===== src/rtl/hist_accumulator.sv =====
// Histogram accumulator: bins an 8-bit sample stream into saturating
// counters and dumps them as a framed, clear-on-read byte stream.
module hist_accumulator #(
  parameter int NBINS = 16,
  parameter int BIN_W = 8
) (
  input  logic       clk,
  input  logic       rst_n,
  input  logic [7:0] sample_in,
  input  logic       sample_valid,
  input  logic       dump_req,
  output logic [7:0] out_data,
  output logic       out_valid,
  input  logic       out_ready,
  output logic       out_last,
  output logic       busy
);

  localparam int IW = $clog2(NBINS);
  localparam int PW = $clog2(NBINS + 1);
  localparam logic [PW-1:0] LAST   = PW'(NBINS);
  localparam logic [PW-1:0] LASTM1 = PW'(NBINS - 1);

  typedef enum logic {
    ACCUM = 1'b0,
    DUMP  = 1'b1
  } state_e;

  state_e           state_q, state_d;
  logic [BIN_W-1:0] bins_q [NBINS];
  logic [BIN_W-1:0] bins_d [NBINS];
  logic             ovf_q, ovf_d;
  logic             drop_q, drop_d;
  logic [PW-1:0]    ptr_q, ptr_d;
  logic [7:0]       data_q, data_d;
  logic             last_q, last_d;

  logic [IW-1:0]    idx;
  logic [PW-1:0]    ptm1;
  logic             hs;

  always_comb begin
    state_d = state_q;
    bins_d  = bins_q;
    ovf_d   = ovf_q;
    drop_d  = drop_q;
    ptr_d   = ptr_q;
    data_d  = data_q;
    last_d  = last_q;
    idx     = sample_in[7 -: IW];
    ptm1    = ptr_q - 1'b1;
    hs      = (state_q == DUMP) && out_ready;

    unique case (state_q)
      ACCUM: begin
        if (sample_valid) begin
          if (bins_q[idx] == '1) begin
            ovf_d = 1'b1;
          end else begin
            bins_d[idx] = bins_q[idx] + 1'b1;
          end
        end
        // Header sees the flags after this cycle's sample.
        if (dump_req) begin
          state_d = DUMP;
          ptr_d   = '0;
          data_d  = {4'hA, 2'b00, drop_d, ovf_d};
          last_d  = 1'b0;
        end
      end
      DUMP: begin
        if (sample_valid) begin
          drop_d = 1'b1;
        end
        if (hs) begin
          if (ptr_q != '0) begin
            bins_d[ptm1[IW-1:0]] = '0;
          end
          if (ptr_q == LAST) begin
            state_d = ACCUM;
            ptr_d   = '0;
            data_d  = 8'h00;
            last_d  = 1'b0;
            ovf_d   = 1'b0;
            drop_d  = sample_valid;
          end else begin
            ptr_d  = ptr_q + 1'b1;
            data_d = bins_q[ptr_q[IW-1:0]];
            last_d = (ptr_q == LASTM1);
          end
        end
      end
      default: begin
        state_d = ACCUM;
      end
    endcase
  end

  always_ff @(posedge clk or negedge rst_n) begin
    if (!rst_n) begin
      state_q <= ACCUM;
      for (int i = 0; i < NBINS; i++) begin
        bins_q[i] <= '0;
      end
      ovf_q  <= 1'b0;
      drop_q <= 1'b0;
      ptr_q  <= '0;
      data_q <= 8'h00;
      last_q <= 1'b0;
    end else begin
      state_q <= state_d;
      bins_q  <= bins_d;
      ovf_q   <= ovf_d;
      drop_q  <= drop_d;
      ptr_q   <= ptr_d;
      data_q  <= data_d;
      last_q  <= last_d;
    end
  end

  assign out_data  = data_q;
  assign out_valid = (state_q == DUMP);
  assign busy      = (state_q == DUMP);
  assign out_last  = last_q;

endmodule


===== config.mk =====
export PLATFORM = sky130hd
export DESIGN_NAME = hist_accumulator
export DESIGN_NICKNAME = d
export VERILOG_FILES = /design/src/rtl/hist_accumulator.sv
export SDC_FILE = /design/constraint.sdc
export NUM_CORES = 1
export LEC_CHECK = 0
export ABC_AREA = 1
export BUFFER_PORTS_ARGS = -buffer_cell sky130_fd_sc_hd__buf_2
export CAP_MARGIN = 20
export CORE_MARGIN = 3
export CORE_UTILIZATION = 60
export CTS_CLUSTER_SIZE = 40
export DETAILED_ROUTE_END_ITERATION = 6
export PLACE_DENSITY_LB_ADDON = 0.08
export SYNTH_ARGS = -nofsm -noshare
export SYNTH_HDL_FRONTEND = slang
export SYNTH_SLANG_ARGS = --single-unit

===== constraint.sdc =====
create_clock -name clk -period 5 [get_ports clk]
set_input_delay 0.75 -clock clk [delete_from_list [all_inputs] [get_ports clk]]
set_output_delay 0.75 -clock clk [all_outputs]
set_load 0.01 [all_outputs]

==> impl_metrics.tcl <==
set metrics [dict create \
    nNetsFinal 1654 \
    gp_congestion 1.00 \
    max_freq_mhz 274 \
    wl_met1_mm 15.1 \
    die_w_um 138 \
    grt_overflow 0 \
    die_area_um2 19200 \
    rsz0062_at_grt "no" \
    grt_start_max_net_pins 89 \
    dr_wl_met2_mm 15.9 \
    h-tree-depth 4 \
    cts-root-buf "clkbuf_16" \
    synth.area.top_cells "dfrtp_1 (34%), nand2_1 (28%), nand3_1 (8.2%)" \
    io_pins 24 \
    crit_fanout 54 \
    grt_pass1_wl_mm 59.1 \
    seq_power_share_pct 27.5 \
    drive_gt1_share_pct 7.04 \
    route.vias.total 11800 \
    setup_viol 0 \
    status "finished clean" \
    antenna_left 0 \
    grt_usage_pct 39.3 \
    intPower_w 0.00279 \
    cts.sinks 145 \
    fin_crit_ps 3650 \
    syn_to_final_growth_pct 7.16 \
    slew_viol_final 0 \
    finalSetupTns_ps 0 \
    synth-seq-area-share_pct 34.5 \
    ys_warn_count 0 \
    numCtsBuffers 17 \
    worstSetupStartpointType "input pin" \
    fin_skew_ps 17.2 \
    cts_resized 0 \
    powerDensity_nw_per_um2 490 \
    wl_met3_mm 5.21 \
    clk_latency_ps 450 \
    syn_area_per_cell_um2 6.37 \
    fin_crit_sh_pct 73.0 \
    postCtsSetupBuffers 0 \
    highest_layer "met4" \
    cts_buffer_depth 2 \
    antenna_cells 0 \
    timing.final.hold_violations 0 \
    leakage_nw 5.74 \
    final_util_pct 66.8 \
    grt_pass1_vias 10400 \
    core_area_um2 16900 \
    required_ps 5320 \
    irDropWorstVdd_uv 804 \
    postRouteWirelength_mm 38.6 \
    yosysTopAreaCell "dfrtp_1" \
    yosysTopAreaCellShare_pct 34.5 \
    drt-initial-drc-count 2203 \
    drc 0 \
    cp.arrival_ps 3970 \
    synth_seq_cells 145 \
    crit_type "input pin to flip-flop" \
    worst_pin_slew_ps 1150 \
    ys_types 42 \
    cts_tree "yes" \
    relSlewSlack_pct 23.1 \
    worstHoldPathType "input pin to asynchronous set/reset pin" \
    nFillCells 1546 \
    seqCellArea_um2 3630 \
    p_switching_w 0.00275 \
    die_h_um 138 \
    dp_hpwl_mm 24.7 \
    p_sw_share_pct 49.6 \
    antenna_found_initial 0 \
    p_comb_share_pct 48.0 \
    clockPowerShare_pct 24.5 \
    ff2ff_setup_slack_ps 1590 \
    netlist_area_um2 10500 \
    first_pass_iters 7 \
    multiInputGateArea_um2 6240 \
    endpoint_kind "flip-flop" \
    rows 47 \
    avgViaCountPerCell 6.34 \
    wl_per_cell_um 20.7 \
    synth_nets 1672 \
    path_clk_slew_ps 70 \
    port_buffers 19 \
    cap_violations 0 \
    initial_core_util_pct 62.4 \
    syn_inst 1652 \
    cts_hold_buf 0 \
]
-- through the flow --
stage | worst slack (ps) | hold slack, ps | total power, W | instance area, um^2 | instances
2_1_floorplan | 2190 | 452 | 0.00326 | 10500 | 1652
3_3_place_gp | 1130 | 455 | 0.00400 | 10700 | 1835
3_5_place_dp | 1120 | 461 | 0.00404 | 10700 | 1835
4_1_cts | 1550 | 336 | 0.00538 | 11300 | 1867
5_1_grt | 1260 | 371 | 0.00575 | 11300 | 1867
6_report | 1350 | 316 | 0.00553 | 11300 | 1867
-- synthesized netlist by cell type --
cell type  number
inv_1          64
nor3_1          2
nor2_1        114
nor2_2          4
a32oi_1        31
a21oi_1        16
inv_2           8
ha_1            7
o21ai_2         1
a22o_1          1
nand3b_2        5
o21ai_1        22
dfrtp_1       145
buf_4           8
buf_2          12
nor4_1          1
clkbuf_1       44
o2111ai_1       3
a21o_1          3
or2_2           2
inv_4           1
xnor2_1         1
xor2_1          1
a32o_1          2
a221oi_1        1
nand2_2         2
nand2_4         2
o221ai_1       10
buf_6           6
nand4_1         8
nand3b_1        1
buf_8           1
nand2_1       797
nand3_1       172
o22ai_1         7
buf_1           4
a31oi_1         3
o211ai_1        7
nand3b_4       10
o21ai_0       111
a21oi_2         1
nor2_4         11
-- per-layer routing --
metal	GRT usage, %	vias up
met3	10.5	213
met5	0	-
met2	55.8	940
met1	54.8	5315
li1	-	5365
met4	21.3	0
-- registers in the layout, indices dropped and copies added, names as in the netlist --
signal,count
bins_q,128
busy,1
drop_q,1
out_data,8
out_last,1
ovf_q,1
ptr_q,5
-- critical path, stage by stage --
cell	delay, ps
buf_2	130
inv_4	450
nand2_1	100
nand2_1	100
nand2_1	50
nand2_1	120
nand2_1	60
nand2_1	80
inv_1	50
nand2_1	110
ha_1	180
inv_1	60
nor2_1	110
nand2_1	100
nor2_2	240
nand2_4	250
nand2_4	570
nor2_1	260
nand2_1	110
nand2_1	70
-- cell families (layout without fill, tap and decap cells) --
family                     Yosys count  after routing  share of synthesized area [%]
adders and majority gates            7              7                          0.832
DFF                                145            145                           34.5
xor gates and xnor gates             2              2                          0.166
buffers and inverters              148            143                           6.27
and+or+nand+nor                   1131           1131                           45.7
AOI/OAI and AO/OA                  219            219                           12.6
-- cells in the final DEF (no fill, tap or decap), types with 18 or more instances in the layout --
| master | synthesis | routed |
|---|---|---|
| a32oi_1 | 31 | 31 |
| buf_4 | 8 | 19 |
| o21ai_1 | 22 | 22 |
| nand2_1 | 797 | 797 |
| o21ai_0 | 111 | 111 |
| nand3_1 | 172 | 172 |
| inv_1 | 64 | 64 |
| buf_2 | 12 | 18 |
| dfrtp_1 | 145 | 143 |
| nor2_1 | 114 | 114 |
-- worst paths after layout --
kind,start,endpoint,depth (start not counted)
setup / recovery,sample_in[4],bins_q[34],20
hold / removal,rst_n,bins_q[105],1
setup reg to reg,busy,bins_q[64],6
hold reg to reg,out_data[2],out_data[2],1
max in group asynchronous,rst_n,bins_q[28],2
min in group clk,out_data[2],out_data[2],1
-- power groups by stage --
stage,Sequential (W),Combinational (W),Clock (W)
after global routing,0.00154,0.00282,0.00140
after global placement,0.00152,0.00249,0
after floorplan,0.00141,0.00185,0
final,0.00152,0.00265,0.00136
after detailed placement,0.00153,0.00252,0
after CTS,0.00151,0.00253,0.00135
-- cell type report --
type,instances,area share (%)
Clock buffer,21,3.99
Clock inverter,11,1.36
Inverter,73,2.45
Multi-Input combinational cell,1359,55.4
Sequential cell,145,32.2
Tap cell,220,2.44
Timing Repair Buffer,38,2.16
Power figures use the tool's default switching activity.
